### config.mk
export PLATFORM = sky130hd
export DESIGN_NAME = branch_resolver_flat
export DESIGN_NICKNAME = d
export VERILOG_FILES = /design/src/rtl/bp_pkg.sv /design/src/rtl/branch_resolver_if.sv /design/src/rtl/bp_sync_fifo.sv /design/src/rtl/branch_resolver.sv /design/src/flat_wrapper.sv
export SDC_FILE = /design/constraint.sdc
export NUM_CORES = 1
export LEC_CHECK = 0
export CAP_MARGIN = 0
export CORE_UTILIZATION = 35
export CTS_CLUSTER_DIAMETER = 30
export DETAILED_ROUTE_END_ITERATION = 12
export PLACE_DENSITY = 0.67
export SYNTH_ARGS = -nofsm -noshare
export SYNTH_HDL_FRONTEND = slang
export SYNTH_HIERARCHICAL = 1
export SYNTH_SLANG_ARGS = --single-unit
### constraint.sdc
create_clock -name clk -period 4.9 [get_ports clk]
set_clock_uncertainty 0.1 [all_clocks]
set_input_delay 0.98 -clock clk [delete_from_list [all_inputs] [get_ports clk]]
set_output_delay 0.98 -clock clk [all_outputs]
set_load 0.02 [all_outputs]
### src/rtl/bp_pkg.sv
package bp_pkg;

  localparam int unsigned DEPTH_DEF = 4;
  localparam int unsigned CNT_W_DEF = 16;

  typedef struct packed {
    logic pred;
  } fifo_entry_t;

endpackage

### src/rtl/branch_resolver_if.sv
interface branch_resolver_if #(
  parameter int unsigned CNT_W = 16
);

  logic             br_fetch;
  logic             br_resolve;
  logic             br_actual;
  logic             pred_request;
  logic             pred_in;
  logic             upd_result;
  logic             upd_taken;
  logic             fetch_pred_valid;
  logic             fetch_pred;
  logic             stall;
  logic             mispredict;
  logic             proto_err;
  logic [CNT_W-1:0] br_count;
  logic [CNT_W-1:0] mp_count;

  modport master (
    output br_fetch, br_resolve, br_actual, pred_in,
    input  pred_request, upd_result, upd_taken, fetch_pred_valid, fetch_pred,
    input  stall, mispredict, proto_err, br_count, mp_count
  );

  modport slave (
    input  br_fetch, br_resolve, br_actual, pred_in,
    output pred_request, upd_result, upd_taken, fetch_pred_valid, fetch_pred,
    output stall, mispredict, proto_err, br_count, mp_count
  );

endinterface

### src/rtl/bp_sync_fifo.sv
module bp_sync_fifo
  import bp_pkg::*;
#(
  parameter int unsigned DEPTH = DEPTH_DEF
) (
  input  logic                       clk,
  input  logic                       rst,
  input  logic                       push,
  input  logic                       pop,
  input  logic                       clear,
  input  fifo_entry_t                din,
  output fifo_entry_t                dout,
  output logic                       full,
  output logic                       empty,
  output logic [$clog2(DEPTH):0]     count
);

  localparam int unsigned AW = $clog2(DEPTH);
  localparam logic [AW:0] FULL_CNT = (AW+1)'(DEPTH);

  fifo_entry_t   mem_q [DEPTH];
  fifo_entry_t   mem_d [DEPTH];
  logic [AW-1:0] wr_ptr_q, wr_ptr_d;
  logic [AW-1:0] rd_ptr_q, rd_ptr_d;
  logic [AW:0]   count_q, count_d;
  logic          do_push, do_pop;

  always_comb begin
    full  = (count_q == FULL_CNT);
    empty = (count_q == '0);
    count = count_q;
    dout  = mem_q[rd_ptr_q];
  end

  always_comb begin
    mem_d    = mem_q;
    wr_ptr_d = wr_ptr_q;
    rd_ptr_d = rd_ptr_q;
    count_d  = count_q;
    do_push  = 1'b0;
    do_pop   = 1'b0;
    if (clear) begin
      wr_ptr_d = '0;
      rd_ptr_d = '0;
      count_d  = '0;
    end else begin
      do_push = push && !full;
      do_pop  = pop && !empty;
      if (do_push) begin
        mem_d[wr_ptr_q] = din;
        wr_ptr_d        = wr_ptr_q + 1'b1;
      end
      if (do_pop) begin
        rd_ptr_d = rd_ptr_q + 1'b1;
      end
      unique case ({do_push, do_pop})
        2'b10:   count_d = count_q + 1'b1;
        2'b01:   count_d = count_q - 1'b1;
        default: count_d = count_q;
      endcase
    end
  end

  always_ff @(posedge clk or posedge rst) begin
    if (rst) begin
      for (int unsigned i = 0; i < DEPTH; i++) begin
        mem_q[i] <= '0;
      end
      wr_ptr_q <= '0;
      rd_ptr_q <= '0;
      count_q  <= '0;
    end else begin
      mem_q    <= mem_d;
      wr_ptr_q <= wr_ptr_d;
      rd_ptr_q <= rd_ptr_d;
      count_q  <= count_d;
    end
  end

endmodule

### src/rtl/branch_resolver.sv
module branch_resolver
  import bp_pkg::*;
#(
  parameter int unsigned DEPTH = DEPTH_DEF,
  parameter int unsigned CNT_W = CNT_W_DEF
) (
  input logic              clk,
  input logic              rst,
  branch_resolver_if.slave bus
);

  localparam int unsigned AW = $clog2(DEPTH);
  localparam logic [AW:0] FULL_CNT = (AW+1)'(DEPTH);

  logic             pending_q, pending_d;
  logic             upd_result_q, upd_result_d;
  logic             upd_taken_q, upd_taken_d;
  logic             mispredict_q, mispredict_d;
  logic             proto_err_q, proto_err_d;
  logic [CNT_W-1:0] br_count_q, br_count_d;
  logic [CNT_W-1:0] mp_count_q, mp_count_d;

  logic             fifo_push, fifo_pop, fifo_clear, fifo_full, fifo_empty;
  fifo_entry_t      fifo_din, fifo_head;
  logic [AW:0]      fifo_count, in_flight;
  logic             stall, pred_request, res_valid, oldest, mp;

  bp_sync_fifo #(
    .DEPTH (DEPTH)
  ) u_fifo (
    .clk   (clk),
    .rst   (rst),
    .push  (fifo_push),
    .pop   (fifo_pop),
    .clear (fifo_clear),
    .din   (fifo_din),
    .dout  (fifo_head),
    .full  (fifo_full),
    .empty (fifo_empty),
    .count (fifo_count)
  );

  always_comb begin
    in_flight    = fifo_count + {{AW{1'b0}}, pending_q};
    stall        = (in_flight == FULL_CNT);
    pred_request = bus.br_fetch && !stall;
  end

  always_comb begin
    res_valid     = bus.br_resolve && (!fifo_empty || pending_q);
    oldest        = fifo_empty ? bus.pred_in : fifo_head.pred;
    mp            = res_valid && (oldest != bus.br_actual);
    fifo_din.pred = bus.pred_in;
    fifo_pop      = res_valid && !fifo_empty;
    // A resolve served by the bypass consumes the pending prediction, so it is never pushed.
    fifo_push     = pending_q && !fifo_full && !(res_valid && fifo_empty);
    fifo_clear    = mp;
    pending_d     = pred_request && !mp;
    proto_err_d   = proto_err_q || (bus.br_resolve && fifo_empty && !pending_q);
    upd_result_d  = res_valid;
    upd_taken_d   = res_valid && bus.br_actual;
    mispredict_d  = mp;
    br_count_d    = br_count_q;
    mp_count_d    = mp_count_q;
    if (res_valid && (br_count_q != '1)) begin
      br_count_d = br_count_q + 1'b1;
    end
    if (mp && (mp_count_q != '1)) begin
      mp_count_d = mp_count_q + 1'b1;
    end
  end

  always_ff @(posedge clk or posedge rst) begin
    if (rst) begin
      pending_q    <= 1'b0;
      upd_result_q <= 1'b0;
      upd_taken_q  <= 1'b0;
      mispredict_q <= 1'b0;
      proto_err_q  <= 1'b0;
      br_count_q   <= '0;
      mp_count_q   <= '0;
    end else begin
      pending_q    <= pending_d;
      upd_result_q <= upd_result_d;
      upd_taken_q  <= upd_taken_d;
      mispredict_q <= mispredict_d;
      proto_err_q  <= proto_err_d;
      br_count_q   <= br_count_d;
      mp_count_q   <= mp_count_d;
    end
  end

  assign bus.pred_request     = pred_request;
  assign bus.stall            = stall;
  assign bus.fetch_pred_valid = pending_q;
  assign bus.fetch_pred       = pending_q && bus.pred_in;
  assign bus.upd_result       = upd_result_q;
  assign bus.upd_taken        = upd_taken_q;
  assign bus.mispredict       = mispredict_q;
  assign bus.proto_err        = proto_err_q;
  assign bus.br_count         = br_count_q;
  assign bus.mp_count         = mp_count_q;

endmodule
### src/flat_wrapper.sv
// flat-port wrapper written by rule: the top's interface ports become plain ports
module branch_resolver_flat import bp_pkg::*;
#(
  parameter int unsigned DEPTH = DEPTH_DEF,
  parameter int unsigned CNT_W = CNT_W_DEF
)
  (clk, rst, bus_br_fetch, bus_br_resolve, bus_br_actual, bus_pred_in, bus_pred_request, bus_upd_result, bus_upd_taken, bus_fetch_pred_valid, bus_fetch_pred, bus_stall, bus_mispredict, bus_proto_err, bus_br_count, bus_mp_count);
  branch_resolver_if #(.CNT_W(CNT_W)) bus_i ();
  input logic clk;
  input logic rst;
  input wire logic [$bits(bus_i.br_fetch)-1:0] bus_br_fetch;
  input wire logic [$bits(bus_i.br_resolve)-1:0] bus_br_resolve;
  input wire logic [$bits(bus_i.br_actual)-1:0] bus_br_actual;
  input wire logic [$bits(bus_i.pred_in)-1:0] bus_pred_in;
  output wire logic [$bits(bus_i.pred_request)-1:0] bus_pred_request;
  output wire logic [$bits(bus_i.upd_result)-1:0] bus_upd_result;
  output wire logic [$bits(bus_i.upd_taken)-1:0] bus_upd_taken;
  output wire logic [$bits(bus_i.fetch_pred_valid)-1:0] bus_fetch_pred_valid;
  output wire logic [$bits(bus_i.fetch_pred)-1:0] bus_fetch_pred;
  output wire logic [$bits(bus_i.stall)-1:0] bus_stall;
  output wire logic [$bits(bus_i.mispredict)-1:0] bus_mispredict;
  output wire logic [$bits(bus_i.proto_err)-1:0] bus_proto_err;
  output wire logic [$bits(bus_i.br_count)-1:0] bus_br_count;
  output wire logic [$bits(bus_i.mp_count)-1:0] bus_mp_count;
  assign bus_i.br_fetch = bus_br_fetch;
  assign bus_i.br_resolve = bus_br_resolve;
  assign bus_i.br_actual = bus_br_actual;
  assign bus_i.pred_in = bus_pred_in;
  assign bus_pred_request = bus_i.pred_request;
  assign bus_upd_result = bus_i.upd_result;
  assign bus_upd_taken = bus_i.upd_taken;
  assign bus_fetch_pred_valid = bus_i.fetch_pred_valid;
  assign bus_fetch_pred = bus_i.fetch_pred;
  assign bus_stall = bus_i.stall;
  assign bus_mispredict = bus_i.mispredict;
  assign bus_proto_err = bus_i.proto_err;
  assign bus_br_count = bus_i.br_count;
  assign bus_mp_count = bus_i.mp_count;
  branch_resolver #(.DEPTH(DEPTH), .CNT_W(CNT_W)) u_core (.clk(clk), .rst(rst), .bus(bus_i));
endmodule
# --- Word level (Yosys, flattened, before mapping) ---
# Index checks and enable logic that the tools add are counted.
classes:
  eq_ne: 7
  reduce_logical: 30
  bitwise_logic: 3
  n_lt_le_gt_ge: 3
  mux: 13
  addsub: 7
ops:
  columns: ["op", "count"]
  rows:
  - ["$add A16 B1 Y16 const B", 2]
  - ["$ne A16 B16 Y1 const B", 2]
  - ["$logic_and A1 B1 Y1", 17]
  - ["$mux W2", 4]
  - ["$eq A3 B3 Y1 const B", 2]
  - ["$ge A3 B3 Y1 const B", 2]
  - ["$logic_not A1 Y1", 6]
  - ["$not A2 Y3", 2]
  - ["$pmux W3 S2", 1]
  - ["$add A2 B1 Y2 const B", 2]
  - ["$bwmux W4", 1]
  - ["$mux W1", 4]
  - ["$reduce_bool A2 Y1", 2]
  - ["$add A3 B1 Y3", 1]
  - ["$add A3 B1 Y3 const B", 1]
  - ["$logic_not A3 Y1", 1]
  - ["$lt A3 B1 Y1 const B", 1]
  - ["$mux W3", 1]
  - ["$reduce_bool A3 Y1", 1]
  - ["$sub A3 B1 Y3 const B", 1]
  - ["$bmux W1 S2", 1]
  - ["$demux W1 S2", 1]
  - ["$eq A2 B1 Y1 const B", 1]
  - ["$eq A2 B2 Y1 const B", 1]
  - ["4 further kinds", 5]
totals:
  reg_bits: 48
  elab_cells: 77
  inputBits: 6
  out_inout_bits: 40

# --- Longest topological paths before layout ---
depth:
  depth_word: 11
  ltp_mapped: 11

# --- Modules after synthesis ---
# Netlist, hierarchy kept.
modules_own_cells:
  columns: ["module", "cells_each", "area_per_inst_um2", "n_inst"]
  rows:
  - ["branch_resolver", 170, 1878.1, 1]
  - ["bp_sync_fifo", 74, 758.2, 1]

# --- Worst setup path before layout ---
# Ideal clock, no wire load.
synth_timing:
  path_type: "input -> register"
  from: "input port bus_br_resolve"
  to: "register u_core.u_fifo.count_q[1], in the netlist u_core/u_fifo/count[1]"
  setup_ps: 94
  stages: 7
  t_arrival_ps: 2856
  slack_ps: 1850
  n_path_buf: 2
  cell_sequence: "buf_4 a211oi_1 clkbuf_1 a21oi_1 fa_1 o2111ai_1 a211oi_1"
synth_between:
  elab_chain_len: 8
synth_rtl:
  columns: ["item", "line", "source"]
  rows:
  - ["start, declared", "flat_wrapper.sv:12", "input wire logic [$bits(bus_i.br_resolve)-1:0] bus_br_resolve;"]
  - ["$logic_and A1 B1 Y1 (*)", "branch_resolver.sv:50", "res_valid = bus.br_resolve && (!fifo_empty || pending_q);"]
  - ["$logic_and A1 B1 Y1 (*)", "branch_resolver.sv:56", "fifo_push = pending_q && !fifo_full && !(res_valid && fifo_empty);"]
  - ["$logic_not A1 Y1 (*)", "branch_resolver.sv:56", null]
  - ["$logic_and A1 B1 Y1 (*)", "branch_resolver.sv:56", null]
  - ["net u_core.fifo_push", "branch_resolver.sv:23", "logic fifo_push, fifo_pop, fifo_clear, fifo_full, fifo_empty;"]
  - ["$logic_and A1 B1 Y1 (*)", "bp_sync_fifo.sv:47", "do_push = push && !full;"]
  - ["$eq A2 B1 Y1 / $eq A2 B2 Y1 (equally long branches)", "bp_sync_fifo.sv:56", "unique case ({do_push, do_pop})"]
  - ["$pmux W3 S2", "bp_sync_fifo.sv:56", null]
  - ["$mux W3", "bp_sync_fifo.sv:42", "if (clear) begin"]
  - ["end signal, assigned", "bp_sync_fifo.sv:76", "count_q <= count_d;"]
  - ["end, declared", "bp_sync_fifo.sv:25", "logic [AW:0] count_q, count_d;"]
# Mark *: on every way through the listed nets, which the timed path passes. The rest lies on a longest branch.
# A chain may end at the register's enable or synchronous reset.

# --- Worst setup path in the final report ---
layout_timing:
  from: "register u_core.u_fifo.count_q[0], in the netlist u_core/u_fifo/count[0]"
  to: "output port bus_pred_request"
layout_between:
  elab_chain_len: 4
layout_rtl:
  columns: ["item", "line", "source"]
  rows:
  - ["$add A3 B1 Y3", "branch_resolver.sv:44", "in_flight = fifo_count + {{AW{1'b0}}, pending_q};"]
  - ["$eq A3 B3 Y1", "branch_resolver.sv:45", "stall = (in_flight == FULL_CNT);"]
  - ["$logic_not A1 Y1", "branch_resolver.sv:46", "pred_request = bus.br_fetch && !stall;"]
  - ["$logic_and A1 B1 Y1", "branch_resolver.sv:46", null]
  - ["end, declared", "flat_wrapper.sv:15", "output wire logic [$bits(bus_i.pred_request)-1:0] bus_pred_request;"]
# No other way between the ends.

==> summary.txt <==
Floorplanning
  • Die footprint: 7880 sq um
  • Initial Utilization: 36.3%
  • Core ar.: 7250 sq um
  • Row count: 31
  • DIE HEIGHT: 88.8 um
  • Die width: 88.8 um
  • I/O Pins: 46

Worst setup path
  • Critical path class: reg2out
  • Worst Path Arrival: 2.39 ns
  • Startpoint types: flip-flop
  • CP endpoint kind: output port
  • Critical Path Fanout Max: 11
  • Critical Path RT: 3.82 ns

GRT
  • Initial antenna violation count: 0
  • First-pass GRT wire length: 9.27 mm
  • Total GRT Usage: 15.3%
  • Maximum number of pins on one net before global-route repair: 38
  • GR Overflow Total: 0
  • Vias in the first global route: 1954

Power and ir drop
  • Flop pwr share: 41.6%
  • P per Cell Area: 438 nW/um^2
  • Leakage power: 1.38 nW
  • Pint: 0.883 mW
  • Combinational Power Share: 41.4%
  • Sw frac: 38.3%
  • Max VDD drop: 0.272 mV
  • Tot Pwr: 1.43 mW
  • Clock Power Share: 17.0%
  • Sw Pwr: 0.548 mW

Route
  • Via density: 5.14
  • DRC: 0
  • Routed via count: 2011
  • Routed Antenna Nets: 0
  • Initial DRC Count: 46
  • Total wire length: 5.47 mm
  • Wirelength per Cell: 14.0 um
  • DR pass1 iterations: 4

Synthesis
  • Post-Synth Adder-Cell Area: 4.56%
  • Mapped Cells: 244
  • Post-synth EDFFs: 0
  • Simple-gate share of the synthesized area: 21.8%
  • Synth warnings: 6
  • Ys async rst share: 100%
  • Synth Flop Type: dfrtp_1
  • Syn Nets: 259
  • Multiplexer share of the synthesized area: 6.07%
  • Post-synthesis compound-gate area fraction: 7.93%
  • Sequential area share after synthesis: 45.6%
  • Number of synthesized register bits: 48
  • Synthesized area per cell: 10.8 sq um
  • Top cells by count, synth: dfrtp_1 (48), inv_1 (15), xor2_1 (15)
  • Synth Area in XOR/XNOR: 9.63%
  • Most frequent cell after synthesis: dfrtp_1
  • Top cells by area, synth: dfrtp_1 (46%), xor2_1 (5.0%), xnor2_1 (4.7%), ha_1 (3.8%), mux2_2 (3.4%)
  • Distinct cells, synth: 52
  • Yosys top cell by area: dfrtp_1
  • Share of the synthesized area in the top cell type: 45.6%
  • Main combinational cell family by area after synthesis: simple AND/OR/NAND/NOR gates
  • Cell area after synthesis: 2640 sq um

STA
  • Final setup fails: 0
  • Slew headroom: 62.8%
  • RSZ-0062 raised after global routing: no
  • Crit share post-route: 70.8%
  • Final hold viol count: 0
  • Max Slew Vio Count: 0
  • Least-Margin Pin Slew: 0.553 ns
  • Setup tns final: 0 ns
  • Max frequency: 288 MHz
  • Final worst path period need: 3.47 ns
  • Final hold slack: 0.374 ns
  • Final worst slack: 1.43 ns

CTS
  • CTS Root Cell: clkbuf_8
  • Clock latency on the worst-skew pair: 0.29 ns
  • # H-tree levels: 2
  • Post-CTS Hold Buffers: 0
  • Post-CTS setup buffers: 0
  • Resized Gates After CTS: 0
  • Worst-path clk slew: 0.08 ns
  • Clock Sinks: 48
  • Longest Clk Path Bufs: 2
  • Num CTS Buffers: 5
  • TritonCTS clock tree: yes

Cells and area
  • Multi-input logic area: 1320 sq um
  • Sequential Area: 1200 sq um
  • Diode count: 0
  • Filler Cell Count: 711
  • Final nets: 306
  • Share of cells above drive strength 1: 10.3%
  • Layout area overhead: 23.9%

Job
  • Max-cap violations: 0

Placed design
  • Placer Congestion: 0.788
  • IO buf count: 45
  • Setup WS pre-CTS: 1.44 ns
  • Dpl hpwl: 3.97 mm

Hold path
  • Hold Crit Class: reg2reg

Outcome
  • Outcome: completed
-- state kept, by name (all words and copies together), names as in the netlist --
| signal | cells |
|---|---|
| u_core/u_fifo/rd_ptr_q | 2 |
| u_core/u_fifo/count | 3 |
| u_core/bus.upd_result | 1 |
| u_core/bus.upd_taken | 1 |
| u_core/bus.mp_count | 16 |
| u_core/u_fifo/wr_ptr_q | 2 |
| u_core/u_fifo/mem_q | 4 |
| u_core/bus.proto_err | 1 |
| u_core/bus.mispredict | 1 |
| u_core/bus.fetch_pred_valid | 1 |
| u_core/bus.br_count | 16 |
-- power groups by stage --
stage | clock network, mW | logic (mW) | registers (mW)
6_report | 0.243 | 0.593 | 0.595
5_1_grt | 0.264 | 0.657 | 0.617
4_1_cts | 0.252 | 0.597 | 0.598
3_5_place_dp | 0 | 0.596 | 0.605
3_3_place_gp | 0 | 0.583 | 0.603
2_1_floorplan | 0 | 0.344 | 0.642
-- metal layers --
layer / wire, um / vias to the layer above / GRT usage, %
met5: 0 / - / 0
met4: 48 / 0 / 3.96
met3: 205 / 5 / 2.99
met2: 2640 / 39 / 26.0
met1: 2580 / 988 / 19.8
li1: - / 979 / -
-- cell families after synthesis --
group           count (synthesis)
simple gates                   92
flops                          48
buf+inv                        24
xor+xnor                       29
fa+ha+maj                       9
compound gates                 29
mux                            13
-- worst max-delay path: stages (launching register included) --
cell	delay, ns
dfrtp_1	0.51
ha_1	0.24
ha_1	0.27
or3_1	0.38
and2_1	0.17
clkdlybuf4s50_1	0.53
-- cell type report --
cell class,instances,share of cell area [%]
clock buffers,8,2.76
inverters,17,2.11
multi-input cells,172,40.3
flip-flops and latches,48,36.8
well taps,99,3.79
repair buffers,47,14.2
-- path summary, 6_finish.rpt --
| check | depth (start not counted) | end | slack, ns | from |
|---|---|---|---|---|
| worst max register to register | 7 | u_core/u_fifo/mem_q[0] | 1.87 | u_core/u_fifo/count[0] |
| min in group asynchronous | 2 | u_core/u_fifo/mem_q[3] | 0.91 | rst |
| worst min register to register | 1 | u_core/bus.proto_err | 0.37 | u_core/bus.proto_err |
| max in group asynchronous | 3 | u_core/bus.mp_count[0] | 3.34 | rst |
| worst min-delay path | 1 | u_core/bus.proto_err | 0.37 | u_core/bus.proto_err |
| worst max-delay path | 5 | bus_pred_request | 1.43 | u_core/u_fifo/count[0] |
-- layout by cell type (no fill, tap or decap), types with 2 or more instances in the layout --
master / synthesis / final
a211oi_1: 2 / 2
a21oi_1: 7 / 7
and2_1: 4 / 4
and3_1: 4 / 4
and3_2: 2 / 2
and4_1: 5 / 5
buf_4: 2 / 2
clkbuf_1: 3 / 2
clkbuf_8: 0 / 6
clkdlybuf4s50_1: 0 / 45
dfrtp_1: 48 / 48
ha_1: 8 / 8
inv_1: 15 / 15
mux2_1: 2 / 2
mux2_2: 8 / 8
nand2_1: 10 / 10
nand2b_1: 5 / 5
nand3_1: 12 / 12
nand4_1: 10 / 10
nand4b_1: 3 / 3
nor2_1: 7 / 7
nor3_1: 6 / 6
nor3b_1: 2 / 2
nor4_1: 9 / 9
nor4b_1: 3 / 3
o2111ai_1: 4 / 4
o211ai_1: 2 / 2
o21ai_0: 4 / 4
o31ai_1: 2 / 2
or2_2: 3 / 3
xnor2_1: 14 / 14
xor2_1: 15 / 15
-- stage by stage --
stage	utilization, %	area [sq um]	cells
detailed placement	43.8	3180	383
finish	45.0	3270	391
CTS	45.0	3270	391
global placement	43.8	3180	383
floorplan	-	2640	244
global route	45.0	3270	391
No activity file was read; power rests on OpenSTA's default activity.
